**src/rtl/cpc_video_pkg.sv**
```systemverilog
// Shared encodings for the CPC video path: monitor modes and luma weights.
package cpc_video_pkg;

   typedef enum logic [1:0] {
      MON_COLOUR = 2'd0,
      MON_GREEN  = 2'd1,
      MON_AMBER  = 2'd2,
      MON_WHITE  = 2'd3
   } mon_mode_t;

   // Weights sum to 2**LUMA_SHIFT, so the shifted luma never exceeds full scale.
   localparam int LUMA_WR    = 2;
   localparam int LUMA_WG    = 5;
   localparam int LUMA_WB    = 1;
   localparam int LUMA_SHIFT = 3;

endpackage

```
**src/rtl/cpc_monitor_emu_if.sv**
```systemverilog
// Pixel/sync/mode-request bundle between the gate-array side and the monitor emulator.
interface cpc_monitor_emu_if #(
   parameter int CW = 3
);
   logic [CW-1:0] ri, gi, bi;
   logic          hsync_n_i, vsync_n_i;
   logic          mode_cycle, mode_force_en;
   logic [1:0]    mode_force;
   logic [CW-1:0] ro, go, bo;
   logic          hsync_n_o, vsync_n_o;
   logic [1:0]    mode_active;

   modport master (
      output ri, gi, bi, hsync_n_i, vsync_n_i, mode_cycle, mode_force_en, mode_force,
      input  ro, go, bo, hsync_n_o, vsync_n_o, mode_active
   );

   modport slave (
      input  ri, gi, bi, hsync_n_i, vsync_n_i, mode_cycle, mode_force_en, mode_force,
      output ro, go, bo, hsync_n_o, vsync_n_o, mode_active
   );
endinterface

```
**src/rtl/cpc_luma_calc.sv**
```systemverilog
// Registered luma Y = (2R + 5G + B) >> 3, one clock of latency.
module cpc_luma_calc
   import cpc_video_pkg::*;
#(
   parameter int CW = 3
) (
   input  logic          clk,
   input  logic          rst_n,
   input  logic [CW-1:0] r,
   input  logic [CW-1:0] g,
   input  logic [CW-1:0] b,
   output logic [CW-1:0] y_p1
);

   localparam int SW = CW + 3;

   logic [SW-1:0] sum_p0;

   assign sum_p0 = SW'(LUMA_WR) * SW'(r) + SW'(LUMA_WG) * SW'(g) + SW'(LUMA_WB) * SW'(b);

   // p0 -> p1
   always_ff @(posedge clk or negedge rst_n) begin
      if (!rst_n) y_p1 <= '0;
      else        y_p1 <= CW'(sum_p0 >> LUMA_SHIFT);
   end

endmodule

```
**src/rtl/cpc_monitor_emu.sv**
```systemverilog
// CPC monitor emulator: colour/green/amber/white, mode switches applied at vsync fall.
// Optional feature macro: CPC_MON_SWITCH_BLANK_EN (black frames after a mode switch).
module cpc_monitor_emu
   import cpc_video_pkg::*;
#(
   parameter int CW         = 3,
   parameter int MODE_RESET = 0
`ifdef CPC_MON_SWITCH_BLANK_EN
   ,
   parameter int BLANK_FRAMES = 2
`endif
) (
   input logic              clk,
   input logic              pown_reset_n,
   cpc_monitor_emu_if.slave vid
);

   localparam mon_mode_t MODE_INIT = mon_mode_t'(2'(MODE_RESET));

   function automatic logic [3*CW-1:0] map_pixel(input mon_mode_t m, input logic [CW-1:0] r,
                                                 input logic [CW-1:0] g, input logic [CW-1:0] b,
                                                 input logic [CW-1:0] y);
      logic [3*CW-1:0] pix;
      case (m)
         MON_GREEN: pix = {y >> 2, y, y >> 3};
         MON_AMBER: pix = {y, y - (y >> 2), {CW{1'b0}}};
         MON_WHITE: pix = {y, y, y};
         default:   pix = {r, g, b};
      endcase
      return pix;
   endfunction

   mon_mode_t     pending, active, pending_next;
   logic          cycle_prev, vs_prev;
   logic          cycle_rise, vs_fall;
   logic [CW-1:0] r_p1, g_p1, b_p1, y_p1;
   logic          hs_p1, vs_p1;
   logic          blank;

   assign cycle_rise = vid.mode_cycle & ~cycle_prev;
   assign vs_fall    = vs_prev & ~vid.vsync_n_i;

   always_comb begin
      pending_next = pending;
      if (vid.mode_force_en)   pending_next = mon_mode_t'(vid.mode_force);
      else if (cycle_rise)     pending_next = mon_mode_t'(pending + 2'd1);
   end

   // A request landing on the vsync-fall clock is folded into that frame's mode.
   always_ff @(posedge clk or negedge pown_reset_n) begin
      if (!pown_reset_n) begin
         pending    <= MODE_INIT;
         active     <= MODE_INIT;
         cycle_prev <= 1'b0;
         vs_prev    <= 1'b0;
      end else begin
         pending    <= pending_next;
         cycle_prev <= vid.mode_cycle;
         vs_prev    <= vid.vsync_n_i;
         if (vs_fall) active <= pending_next;
      end
   end

`ifdef CPC_MON_SWITCH_BLANK_EN
   logic [2:0] blank_cnt;

   always_ff @(posedge clk or negedge pown_reset_n) begin
      if (!pown_reset_n) begin
         blank_cnt <= 3'd0;
      end else if (vs_fall) begin
         if (pending_next != active) blank_cnt <= 3'(BLANK_FRAMES);
         else if (blank_cnt != 3'd0) blank_cnt <= blank_cnt - 3'd1;
      end
   end

   assign blank = (blank_cnt != 3'd0);
`else
   assign blank = 1'b0;
`endif

   cpc_luma_calc #(.CW(CW)) u_luma (
      .clk  (clk),
      .rst_n(pown_reset_n),
      .r    (vid.ri),
      .g    (vid.gi),
      .b    (vid.bi),
      .y_p1 (y_p1)
   );

   // p0 -> p1: raw colour and syncs alongside the luma
   always_ff @(posedge clk or negedge pown_reset_n) begin
      if (!pown_reset_n) begin
         r_p1  <= '0;
         g_p1  <= '0;
         b_p1  <= '0;
         hs_p1 <= 1'b1;
         vs_p1 <= 1'b1;
      end else begin
         r_p1  <= vid.ri;
         g_p1  <= vid.gi;
         b_p1  <= vid.bi;
         hs_p1 <= vid.hsync_n_i;
         vs_p1 <= vid.vsync_n_i;
      end
   end

   // p1 -> p2: mode mapping and output registers
   always_ff @(posedge clk or negedge pown_reset_n) begin
      if (!pown_reset_n) begin
         {vid.ro, vid.go, vid.bo} <= '0;
         vid.hsync_n_o            <= 1'b1;
         vid.vsync_n_o            <= 1'b1;
      end else begin
         {vid.ro, vid.go, vid.bo} <= blank ? '0 : map_pixel(active, r_p1, g_p1, b_p1, y_p1);
         vid.hsync_n_o            <= hs_p1;
         vid.vsync_n_o            <= vs_p1;
      end
   end

   assign vid.mode_active = active;

endmodule

```
**src/flat_wrapper.sv**
```systemverilog
// flat-port wrapper written by rule: the top's interface ports become plain ports
module cpc_monitor_emu_flat import cpc_video_pkg::*;
#(
   parameter int CW         = 3,
   parameter int MODE_RESET = 0

)
  (clk, pown_reset_n, vid_ri, vid_gi, vid_bi, vid_hsync_n_i, vid_vsync_n_i, vid_mode_cycle, vid_mode_force_en, vid_mode_force, vid_ro, vid_go, vid_bo, vid_hsync_n_o, vid_vsync_n_o, vid_mode_active);
  cpc_monitor_emu_if #(.CW(CW)) vid_i ();
  input logic clk;
  input logic pown_reset_n;
  input wire logic [$bits(vid_i.ri)-1:0] vid_ri;
  input wire logic [$bits(vid_i.gi)-1:0] vid_gi;
  input wire logic [$bits(vid_i.bi)-1:0] vid_bi;
  input wire logic [$bits(vid_i.hsync_n_i)-1:0] vid_hsync_n_i;
  input wire logic [$bits(vid_i.vsync_n_i)-1:0] vid_vsync_n_i;
  input wire logic [$bits(vid_i.mode_cycle)-1:0] vid_mode_cycle;
  input wire logic [$bits(vid_i.mode_force_en)-1:0] vid_mode_force_en;
  input wire logic [$bits(vid_i.mode_force)-1:0] vid_mode_force;
  output wire logic [$bits(vid_i.ro)-1:0] vid_ro;
  output wire logic [$bits(vid_i.go)-1:0] vid_go;
  output wire logic [$bits(vid_i.bo)-1:0] vid_bo;
  output wire logic [$bits(vid_i.hsync_n_o)-1:0] vid_hsync_n_o;
  output wire logic [$bits(vid_i.vsync_n_o)-1:0] vid_vsync_n_o;
  output wire logic [$bits(vid_i.mode_active)-1:0] vid_mode_active;
  assign vid_i.ri = vid_ri;
  assign vid_i.gi = vid_gi;
  assign vid_i.bi = vid_bi;
  assign vid_i.hsync_n_i = vid_hsync_n_i;
  assign vid_i.vsync_n_i = vid_vsync_n_i;
  assign vid_i.mode_cycle = vid_mode_cycle;
  assign vid_i.mode_force_en = vid_mode_force_en;
  assign vid_i.mode_force = vid_mode_force;
  assign vid_ro = vid_i.ro;
  assign vid_go = vid_i.go;
  assign vid_bo = vid_i.bo;
  assign vid_hsync_n_o = vid_i.hsync_n_o;
  assign vid_vsync_n_o = vid_i.vsync_n_o;
  assign vid_mode_active = vid_i.mode_active;
  cpc_monitor_emu #(.CW(CW), .MODE_RESET(MODE_RESET)) u_core (.clk(clk), .pown_reset_n(pown_reset_n), .vid(vid_i));
endmodule
```
**config.mk**
```make
export PLATFORM = sky130hd
export DESIGN_NAME = cpc_monitor_emu_flat
export DESIGN_NICKNAME = d
export VERILOG_FILES = /design/src/rtl/cpc_video_pkg.sv /design/src/rtl/cpc_monitor_emu_if.sv /design/src/rtl/cpc_luma_calc.sv /design/src/rtl/cpc_monitor_emu.sv /design/src/flat_wrapper.sv
export SDC_FILE = /design/constraint.sdc
export NUM_CORES = 1
export LEC_CHECK = 0
export CORE_MARGIN = 5
export CORE_UTILIZATION = 48
export DETAILED_ROUTE_END_ITERATION = 16
export GPL_ROUTABILITY_DRIVEN = 0
export PLACE_DENSITY = 0.77
export RECOVER_POWER = 50
export SYNTH_ARGS = -nofsm -noshare
export SYNTH_HDL_FRONTEND = slang
export SYNTH_SLANG_ARGS = --single-unit
```
**constraint.sdc**
```tcl
create_clock -name clk -period 1.9 [get_ports clk]
set_clock_uncertainty 0.2 [all_clocks]
set_input_delay 0.38 -clock clk [delete_from_list [all_inputs] [get_ports clk]]
set_output_delay 0.38 -clock clk [all_outputs]
set_load 0.05 [all_outputs]
```
**After elaboration in Yosys (flattened, before gate mapping)**

Index checks and enable logic that the tools add are counted.

- Register bits after elaboration: 31
- Bits of input ports: 17
- Output and inout port bits: 13

- Add/sub/neg operators: 4
- Multiply operators: 1
- Equality and inequality tests: 3
- Muxes and demuxes: 3
- Bitwise logic cells: 4

Operator list:

| kind | number |
|---|---|
| case mux 9 bit (3 select lines) | 1 |
| adder 4 x 6 -> 6 bit | 1 |
| adder 6 x 3 -> 6 bit | 1 |
| multiplier 3 x 3 -> 6 bit (first input constant) | 1 |
| == test 2 bit (second input constant) | 2 |
| two-way mux 2 bit | 2 |
| subtractor 3 x 1 -> 3 bit | 1 |
| adder 2 x 1 -> 2 bit (second input constant) | 1 |
| AND 1 bit | 2 |
| == test 2 x 1 -> 1 bit (second input constant) | 1 |
| NOT 1 bit | 2 |

**Logic depth before layout (Yosys ltp)**

Gate-level depths: netlist of run 1.

- Depth after elaboration: 4
- Depth in mapped cells: 9
- Depth with buffers taken out: 9

**Modules after synthesis**

Synthesis of run 1 repeated with hierarchy kept, for this count alone.

- Cells, all modules: 102
- Area, all modules: 1307.5 sq um

Modules (own cells, without submodules):

| module | times used | cells an instance | area each (sq um) | seq. area each (sq um) |
|---|---|---|---|---|
| cpc_monitor_emu | 1 | 75 | 1003.5 | 705.7 |
| cpc_luma_calc | 1 | 27 | 304.0 | 75.1 |

**Least setup slack after synthesis of run 1**

OpenSTA, ideal clock, no wires.

- Path kind: input -> register
- From: input port vid_gi[0]
- To: register u_core.u_luma.y_p1[1]
- Library setup time: 0.124 ns
- Data arrival time: 2.073 ns
- Required time: 1.576 ns
- Slack: -0.497 ns
- Cell stages on the path: 6
- Buffers on the path: 0
- Path through: ha_1 -> ha_1 -> fa_1 -> nor2b_1 -> fa_1 -> xor2_1

- Longest elaborated chain between the ends: 3

RTL lines:

| element | line | RTL |
|---|---|---|
| start: declaration | flat_wrapper.sv:13 | `input wire logic [$bits(vid_i.gi)-1:0] vid_gi;` |
| multiplier 3 x 3 -> 6 bit | cpc_luma_calc.sv:19 | `assign sum_p0 = SW'(LUMA_WR) * SW'(r) + SW'(LUMA_WG) * SW'(g) + SW'(LUMA_WB) * SW'(b);` |
| adder 4 x 6 -> 6 bit | cpc_luma_calc.sv:19 |  |
| adder 6 x 3 -> 6 bit | cpc_luma_calc.sv:19 |  |
| via u_core.u_luma.sum_p0[4] | cpc_luma_calc.sv:17 | `logic [SW-1:0] sum_p0;` |
| end signal: assignment | cpc_luma_calc.sv:24 | `else y_p1 <= CW'(sum_p0 >> LUMA_SHIFT);` |
| end: declaration | cpc_luma_calc.sv:12 | `output logic [CW-1:0] y_p1` |

The timed path passes the listed nets, and every way through them passes these cells.
A chain may end at the register's enable or synchronous reset.

**Worst setup path after layout of run 1**

Ends and elaborated chain as after synthesis.

==> results of run 1 <==
-- power by group --
part / internal (mW) / total, mW / switching, mW
Combinational: 0.350 / 0.853 / 0.503
Sequential: 0.785 / 0.874 / 0.0898
Clock: 0.147 / 0.342 / 0.195
Total: 1.28 / 2.07 / 0.788
-- worst max-delay path, stage by stage --
cell and delay [ns]:
buf_8 0.10, ha_4 0.23, ha_4 0.26, fa_1 0.42
nor2b_4 0.15, fa_2 0.33, xor2_1 0.16
-- through the flow --
stage	utilization, %	hold WS, ns
floorplan	-	-0.116
global placement	67.5	0.146
detailed placement	67.5	0.147
CTS	71.9	0.0625
global route	72.0	0.0844
finish	72.0	0.0979
-- final cells by class --
class,count,area [um2]
timing repair buffer,38,370
sequential,31,781
multi-input combinational,54,542
clock buffer,8,48.8
inverter,10,37.5
tap,30,37.5
fill,182,706
-- cell usage in the layout, fill, tap and decap left out, types with 3 or more instances in the layout --
cell and count:
clkbuf_1 3, o21ai_0 4, dfrtp_1 27, nand2_1 8
a22o_1 3, clkdlybuf4s50_1 4, dlygate4sd2_1 3, inv_1 7
clkbuf_4 6, inv_2 3, buf_4 14, xor2_1 3
ha_1 4, buf_12 4, ha_4 5, dfstp_2 4
dlygate4sd3_1 7
-- per-layer routing --
| metal | track usage [%] | vias to the layer above |
|---|---|---|
| met5 | 0 | - |
| met4 | 9.39 | 0 |
| met3 | 4.13 | 11 |
| met2 | 26.9 | 32 |
| met1 | 16.9 | 420 |
| li1 | - | 408 |
-- state kept, by name (all words and copies together), names as in the netlist --
register and count:
u_core.g_p1 3, u_core.vid.mode_active 2, u_core.vid.vsync_n_o 1, u_core.vs_p1 1
u_core.vid.hsync_n_o 1, u_core.pending 2, u_core.b_p1 3, u_core.vid.bo 3
u_core.vid.ro 3, u_core.cycle_prev 1, u_core.vid.go 3, u_core.u_luma.y_p1 3
u_core.r_p1 3, u_core.vs_prev 1, u_core.hs_p1 1
-- cell families (layout without fill, tap and decap cells) --
kind of cell	Yosys count	count (layout)	share of synthesized area [%]
AOI/OAI and AO/OA	14	14	6.67
xor gates and xnor gates	4	4	2.71
adders and majority gates	13	13	14.3
buffers and inverters	12	56	4.64
DFF	31	31	60.3
muxes	5	5	4.44
and+or+nand+nor	18	18	6.96
-- how the worst min path moves through the flow --
stage	from	end
final	vid_gi[2]	u_core.g_p1[2]$_DFF_PN0_
after global routing	vid_gi[2]	u_core.g_p1[2]$_DFF_PN0_
after global placement	u_core.vs_p1$_DFF_PN1_	u_core.vid.vsync_n_o$_DFF_PN1_
after CTS	vid_gi[2]	u_core.g_p1[2]$_DFF_PN0_
after detailed placement	u_core.vs_p1$_DFF_PN1_	u_core.vid.vsync_n_o$_DFF_PN1_
after floorplan	pown_reset_n	u_core.b_p1[0]$_DFF_PN0_
-- repair_timing --
action,in CTS,in global routing
pin swaps,7,3
resized for setup,29,2
hold buffers,1,1
hold endpoints to repair,1,1
setup buffers,2,0
setup endpoints to repair,3,3
==> flow_metrics.py, run 1 <==
metrics = {
    "status": {
        "status": "complete, but fails checks",
        "violations": "setup timing",
    },
    "critical_path": {
        "reg2reg_depth": 4,
        "cp_max_fo": 3,
        "start_kind": "input port",
        "r2r-start": "u_core.u_luma.y_p1[2]$_DFF_PN0_",
        "cp-endpoint": "u_core.u_luma.y_p1[1]$_DFF_PN0_",
        "setup.worst_path.class": "input port to register",
        "cp-end-kind": "register",
        "rrSetupSlack_ns": 0.17,
        "r2r-end": "u_core.vid.go[2]$_DFF_PN0_",
        "worstPathRequired_ns": 1.91,
        "crit_arrival_ns": 2.03,
        "critPathLaunch": "vid_gi[0]",
    },
    "synthesis": {
        "ys.flop_type": "dfrtp_1",
        "ys_top_cells_by_count": "dfrtp_1, ha_1, inv_1, nand2_1, o21ai_0",
        "async_flop_share_pct": 100,
        "yosys_warnings": 0,
        "synth_top_cell_area_share_pct": 52.2,
        "ys_ff_latch": 31,
        "syn_inst": 97,
        "synth_nets": 127,
        "avgSynthCellArea_um2": 13.4,
        "syn_area_um2": 1290,
        "synthTopCellsByArea": "dfrtp_1, ha_1, dfstp_2",
        "synth_most_common_cell": "dfrtp_1",
        "synth_seq_area_share_pct": 60.3,
        "synth.distinct_cells": 25,
        "synth_edf_count": 0,
        "yosys.area.top_type": "dfrtp_1",
    },
    "sta": {
        "fin_setup_tns_ns": -0.323,
        "worstMarginPinSlew_ns": 0.745,
        "max_freq_mhz": 495,
        "timing.final.crit_share_pct": 106,
        "setup_viol": 3,
        "final_max_slew_viol_count": 0,
        "max_slew_margin_pct": 50.3,
        "rsz0062_at_grt": "yes",
        "finalWorstSetupSlack_ns": -0.119,
        "finalCriticalPeriod_ns": 2.02,
        "hold_viol_final": 0,
    },
    "global_routing": {
        "grt_pass1_wl_mm": 4.15,
        "grt_start_max_net_pins": 32,
        "gr-total-overflow": 0,
        "grt_pass1_vias": 948,
        "grt_usage_pct": 15.6,
        "antenna_found_initial": 0,
    },
    "clocking": {
        "cts_root_buf": "clkbuf_4",
        "max-clock-path-buffers": 2,
        "h-tree-depth": 2,
        "cts.sinks": 31,
        "numCtsBuffers": 5,
        "tritoncts": "built",
        "clk_latency_ns": 0.31,
        "clk_pin_slew_ns": 0.08,
    },
    "drt": {
        "wire_per_inst_um": 14.5,
        "ant_nets": 0,
        "highest_layer": "met4",
        "dr.pass1.iters": 4,
        "wl_met3_um": 132,
        "vias_per_cell": 5.09,
        "via_count": 871,
        "wl_met2_mm": 1.33,
        "routed_wl_mm": 2.47,
        "drc": 0,
        "drtIter0Drc": 27,
        "wl_met1_um": 915,
    },
    "cells_and_area": {
        "drive_gt1_share_pct": 36.9,
        "final_area_um2": 1820,
        "antenna_cells": 0,
        "area_growth_syn_to_layout_pct": 40.3,
        "fin_cells": 171,
        "nets": 170,
    },
    "floorplan": {
        "die_x_um": 61.9,
        "coreArea_um2": 2520,
        "fp-row-count": 18,
        "io_pins": 30,
        "dieArea_um2": 3840,
        "start_util_pct": 51.3,
        "die_height_um": 61.9,
    },
    "run": {
        "max_cap_viol_count": 0,
    },
    "placed_design": {
        "place_inst": 159,
        "io_buffers": 29,
        "postPlaceCellArea_um2": 1700,
        "place.detailed.hpwl_mm": 1.89,
        "pre_cts_slack_ns": -0.948,
    },
    "power_and_ir_drop": {
        "power_mw": 2.07,
        "power_density_nw_per_um2": 1140,
        "ir_drop_v": 0.000970,
        "p_leak_nw": 0.859,
    },
    "hold_path": {
        "min_path_type": "input port to register",
        "hold_depth": 2,
    },
}
Note: power is estimated with default switching activity, not from simulation.
==> run 2: changes to the inputs <==
--- a/config.mk
+++ b/config.mk
@@ -5,6 +5,7 @@
 export SDC_FILE = /design/constraint.sdc
 export NUM_CORES = 1
 export LEC_CHECK = 0
+export ABC_AREA = 1
 export CORE_MARGIN = 5
 export CORE_UTILIZATION = 48
 export DETAILED_ROUTE_END_ITERATION = 16
==> flow_metrics.py, run 2 <==
metrics = {
    "cells_and_area": {
        "fill_cells": 181,
        "drive_gt1_share_pct": 32.9,
        "fin_cells": 188,
        "area_growth_syn_to_layout_pct": 41.8,
        "final_core_util_pct": 72.4,
        "nets": 187,
        "antenna_cells": 0,
        "final_cell_mix": "dfrtp_1, nand2_1, buf_4",
        "final_common_cell": "dfrtp_1",
    },
    "hold_path": {
        "min_to": "u_core.g_p1[1]$_DFF_PN0_",
        "min_path_type": "input port to register",
        "hold_start": "vid_gi[1]",
        "hold_depth": 1,
    },
    "sta": {
        "finalCriticalPeriod_ns": 2.08,
        "hold_viol_final": 0,
        "finalWorstSetupSlack_ns": -0.184,
        "fin_setup_tns_ns": -0.381,
        "max_freq_mhz": 480,
        "max_slew_margin_pct": 75.6,
        "rsz0062_at_grt": "yes",
        "worstMarginPinSlew_ns": 0.366,
        "timing.final.crit_share_pct": 110,
        "final_max_slew_viol_count": 0,
        "fin_hold_ws_ns": 0.0427,
        "setup_viol": 3,
    },
    "synthesis": {
        "syn_area_um2": 1300,
        "synth_seq_area_share_pct": 60.1,
        "yosys.area.top_type": "dfrtp_1",
        "synth_edf_count": 0,
        "synth_most_common_cell": "dfrtp_1",
        "ys_ff_latch": 31,
        "synth_top_cell_area_share_pct": 52.0,
        "synth.distinct_cells": 21,
        "avgSynthCellArea_um2": 11.4,
        "ys.flop_type": "dfrtp_1",
        "ys_top_cells_by_count": "dfrtp_1, nand2_1, inv_1, ha_1",
        "async_flop_share_pct": 100,
        "yosys_warnings": 0,
        "synthTopCellsByArea": "dfrtp_1, ha_1, dfstp_2",
        "synth_nets": 144,
        "syn_inst": 114,
    },
    "floorplan": {
        "start_util_pct": 51.1,
        "fp-row-count": 18,
        "dieArea_um2": 3850,
        "die_height_um": 62.0,
        "die_x_um": 62.0,
        "io_pins": 30,
        "coreArea_um2": 2540,
    },
    "clocking": {
        "h-tree-depth": 2,
        "hold_buffers": 0,
        "clk_pin_slew_ns": 0.08,
        "max-clock-path-buffers": 2,
        "clk_latency_ns": 0.32,
        "cts_root_buf": "clkbuf_4",
        "tritoncts": "built",
        "numCtsBuffers": 5,
        "cts.sinks": 31,
    },
    "status": {
        "violations": "setup timing",
        "status": "complete, but fails checks",
    },
    "critical_path": {
        "cp-end-kind": "register",
        "setup.worst_path.class": "input port to register",
        "rrSetupSlack_ns": 0.45,
        "r2r-end": "u_core.vid.go[2]$_DFF_PN0_",
        "crit_arrival_ns": 2.08,
        "cp_max_fo": 2,
        "critPathLaunch": "vid_gi[2]",
        "worstPathRequired_ns": 1.90,
        "start_kind": "input port",
        "reg2reg_depth": 6,
        "r2r-start": "u_core.u_luma.y_p1[0]$_DFF_PN0_",
    },
    "drt": {
        "wire_per_inst_um": 13.1,
        "dr.pass1.iters": 4,
        "vias_per_cell": 4.92,
        "drtIter0Drc": 42,
        "routed_wl_mm": 2.46,
        "drc": 0,
        "via_count": 925,
        "ant_nets": 0,
    },
    "global_routing": {
        "grt_pass1_vias": 1016,
        "grt_usage_pct": 16.6,
        "grt_start_max_net_pins": 32,
        "antenna_found_initial": 0,
        "grt_pass1_wl_mm": 4.44,
        "gr-total-overflow": 0,
    },
    "run": {
        "max_cap_viol_count": 0,
    },
    "power_and_ir_drop": {
        "p_leak_nw": 0.892,
        "ir_drop_v": 0.000881,
        "power_mw": 1.94,
        "power_density_nw_per_um2": 1050,
    },
    "placed_design": {
        "place_inst": 179,
        "io_buffers": 29,
        "place.detailed.hpwl_mm": 1.91,
    },
}
==> run 2: cell count changes after synthesis, moves of 3 or more <==
cell     previous run  this run
a22oi_1             0         5
inv_1              10        16
inv_2               0         3
nand2_1             8        19
nor2_1              1         5
o21ai_0             5         2
==> run 2: report_power, final <==
group	leakage [nW]	internal, mW	switching [mW]
clock	0.0293	0.144	0.192
sequential	0.365	0.773	0.0671
combinational	0.498	0.299	0.464
==> run 2: stage by stage <==
step	setup WS, ns	area, um2
4_1_cts	-0.176	1830
3_5_place_dp	-0.984	1740
5_1_grt	-0.201	1840
6_report	-0.184	1840
3_3_place_gp	-0.918	1740
2_1_floorplan	-0.376	1350
==> run 2: critical path: stages <==
cell	delay, ns
buf_8	0.10
ha_4	0.23
ha_4	0.23
fa_2	0.53
a21boi_4	0.17
fa_2	0.43
==> run 2: per-layer routing <==
metal	routed length [um]	track usage, %	vias to the layer above
met3	192	5.37	10
met2	1220	27.4	33
met5	0	0	-
met1	935	18.2	424
met4	113	10.9	0
li1	-	-	458
==> run 2: kinds of logic after synthesis <==
group	after synthesis	share of synthesized area (%)
simple gates	33	10.9
fa+ha+maj	13	14.2
buf+inv	19	5.49
xor+xnor	2	1.35
flops	31	60.1
compound gates	16	7.99
==> run 2: worst max path at each step <==
stage                                           end  cells past startpoint  slack, ns
detailed placement  u_core.u_luma.y_p1[0]$_DFF_PN0_                      6      -0.98
CTS                 u_core.u_luma.y_p1[1]$_DFF_PN0_                      7      -0.18
global placement    u_core.u_luma.y_p1[0]$_DFF_PN0_                      6      -0.92
finish              u_core.u_luma.y_p1[0]$_DFF_PN0_                      6      -0.18
floorplan           u_core.u_luma.y_p1[0]$_DFF_PN0_                      5      -0.38
global route        u_core.u_luma.y_p1[0]$_DFF_PN0_                      6      -0.20
==> run 2: repair_timing <==
action,4_1_cts,5_1_grt
endpoints found under the setup margin,3,3
setup buffers,1,0
pin swaps,10,4
endpoints found under the hold margin,0,0
gates resized for setup,29,1
==> run 2: area by class of cell <==
type | count | area (um2) | share of cell area [%]
multi-input cells | 64 | 546 | 29.6
clock buffers | 7 | 45.0 | 2.44
repair buffers | 36 | 358 | 19.4
flip-flops and latches | 31 | 781 | 42.4
inverters | 19 | 71.3 | 3.87
clock inverters | 1 | 5.00 | 0.272
well taps | 30 | 37.5 | 2.04
==> run 3: changes to the inputs <==
--- a/config.mk
+++ b/config.mk
@@ -10,8 +10,10 @@
 export CORE_UTILIZATION = 48
 export DETAILED_ROUTE_END_ITERATION = 16
 export GPL_ROUTABILITY_DRIVEN = 0
+export HOLD_SLACK_MARGIN = 0.15
 export PLACE_DENSITY = 0.77
 export RECOVER_POWER = 50
+export SETUP_SLACK_MARGIN = 0.1
 export SYNTH_ARGS = -nofsm -noshare
 export SYNTH_HDL_FRONTEND = slang
 export SYNTH_SLANG_ARGS = --single-unit
==> flow_metrics.py, run 3 (same netlist as run 2, synthesis figures left out) <==
metrics = {
    "drt": {
        "wire_per_inst_um": 12.8,
        "drc": 0,
        "highest_layer": "met4",
        "drtIter0Drc": 40,
        "ant_nets": 0,
        "wl_met3_um": 205,
        "wl_met1_um": 941,
        "routed_wl_mm": 2.48,
        "dr.pass1.iters": 4,
        "wl_met2_mm": 1.22,
        "via_count": 939,
        "vias_per_cell": 4.87,
    },
    "floorplan": {
        "die_height_um": 62.0,
        "coreArea_um2": 2540,
        "die_x_um": 62.0,
        "start_util_pct": 51.1,
        "fp-row-count": 18,
        "dieArea_um2": 3850,
        "io_pins": 30,
    },
    "global_routing": {
        "grt_pass1_vias": 1031,
        "antenna_found_initial": 0,
        "gr-total-overflow": 0,
        "grt_usage_pct": 16.5,
        "grt_pass1_wl_mm": 4.43,
        "grt_start_max_net_pins": 32,
    },
    "sta": {
        "hold_viol_final": 0,
        "fin_setup_tns_ns": -0.340,
        "finalWorstSetupSlack_ns": -0.192,
        "max_slew_margin_pct": 75.5,
        "timing.final.crit_share_pct": 110,
        "max_freq_mhz": 478,
        "rsz0062_at_grt": "yes",
        "finalCriticalPeriod_ns": 2.09,
        "worstMarginPinSlew_ns": 0.368,
        "final_max_slew_viol_count": 0,
        "setup_viol": 3,
    },
    "placed_design": {
        "pre_cts_slack_ns": -0.984,
        "io_buffers": 29,
        "postPlaceCellArea_um2": 1740,
        "place.detailed.hpwl_mm": 1.91,
    },
    "power_and_ir_drop": {
        "p_leak_nw": 0.916,
        "power_density_nw_per_um2": 1030,
        "ir_drop_v": 0.000880,
    },
    "clocking": {
        "clk_pin_slew_ns": 0.08,
        "cts_root_buf": "clkbuf_4",
        "max-clock-path-buffers": 2,
        "cts.sinks": 31,
        "numCtsBuffers": 5,
        "h-tree-depth": 2,
        "clk_latency_ns": 0.31,
        "tritoncts": "built",
    },
    "cells_and_area": {
        "nets": 192,
        "area_growth_syn_to_layout_pct": 45.3,
        "antenna_cells": 0,
        "drive_gt1_share_pct": 33.7,
        "final_cell_mix": "dfrtp_1, nand2_1, buf_4",
        "final_core_util_pct": 74.2,
        "final_area_um2": 1890,
        "final_common_cell": "dfrtp_1",
    },
    "critical_path": {
        "r2r-end": "u_core.vid.go[2]$_DFF_PN0_",
        "path_buf_inv": 1,
        "crit_family": "adder cells",
        "rrSetupSlack_ns": 0.46,
        "cp_slowest_cell": "fa_2",
        "cp-end-kind": "register",
        "cp_max_fo": 2,
        "start_kind": "input port",
        "r2r-start": "u_core.u_luma.y_p1[0]$_DFF_PN0_",
        "cp_cell_sequence": "buf_8 -> ha_4 -> ha_4 -> fa_2 -> a21boi_4 -> fa_2",
        "reg2reg_depth": 6,
        "worstPathRequired_ns": 1.90,
        "crit_path_max_incr_delay_ns": 0.54,
        "setup.worst_path.class": "input port to register",
        "critical_path_depth": 6,
        "crit_arrival_ns": 2.09,
    },
    "hold_path": {
        "min_path_type": "register to register",
        "hold_depth": 0,
        "hold_start": "u_core.hs_p1$_DFF_PN1_",
        "min_to": "u_core.vid.hsync_n_o$_DFF_PN1_",
    },
    "run": {
        "max_cap_viol_count": 0,
    },
    "status": {
        "status": "complete, but fails checks",
        "violations": "setup timing",
    },
}
[run 3: worst max path at each step]
stage                   start                              end  slack (ns)
global placement    vid_gi[0]  u_core.u_luma.y_p1[0]$_DFF_PN0_       -0.92
global route        vid_gi[2]  u_core.u_luma.y_p1[0]$_DFF_PN0_       -0.20
detailed placement  vid_gi[0]  u_core.u_luma.y_p1[0]$_DFF_PN0_       -0.98
finish              vid_gi[2]  u_core.u_luma.y_p1[0]$_DFF_PN0_       -0.19
floorplan           vid_gi[2]  u_core.u_luma.y_p1[0]$_DFF_PN0_       -0.38
CTS                 vid_gi[2]  u_core.u_luma.y_p1[1]$_DFF_PN0_       -0.18
[run 3: worst register-to-register path, delay by kind of cell, from the launching register on]
kind,cells,cell delay (ns)
flops,1,0.38
simple gates,1,0.08
xor+xnor,1,0.14
compound gates,1,0.07
buf+inv,1,0.08
fa+ha+maj,2,0.39
[run 3: final cells by class]
| type | instances | area (um2) |
|---|---|---|
| Clock buffer | 7 | 45.0 |
| Clock inverter | 1 | 5.00 |
| Fill cell | 179 | 656 |
| Inverter | 19 | 71.3 |
| Multi-Input combinational cell | 64 | 546 |
| Sequential cell | 31 | 781 |
| Tap cell | 30 | 37.5 |
| Timing Repair Buffer | 41 | 404 |
[run 3: repair_timing]
action / CTS / global route
hold buffers: 5 / 0
cloned: 0 / 0
gates resized for setup: 29 / 3
buffers inserted: 1 / 0
endpoints found under the hold margin: 5 / 0
endpoints found under the setup margin: 3 / 3
pin swaps: 11 / 9
[run 3: metal layers]
layer / global-route usage, % / vias to the layer above
li1: - / 468
met1: 17.8 / 426
met2: 27.5 / 35
met3: 5.37 / 10
met4: 10.9 / 0
met5: 0 / -
[run 3: through the flow]
step / hold WS (ns) / power, mW / std cells
after floorplan: -0.116 / 1.30 / 114
after global placement: 0.146 / 1.55 / 179
after detailed placement: 0.147 / 1.58 / 179
after CTS: 0.156 / 1.96 / 193
after global routing: 0.161 / 2.07 / 193
final: 0.156 / 1.94 / 193
[run 3: report_power, final]
| group | internal, mW | switching, mW |
|---|---|---|
| combinational | 0.304 | 0.464 |
| clock | 0.144 | 0.190 |
| sequential | 0.773 | 0.0669 |
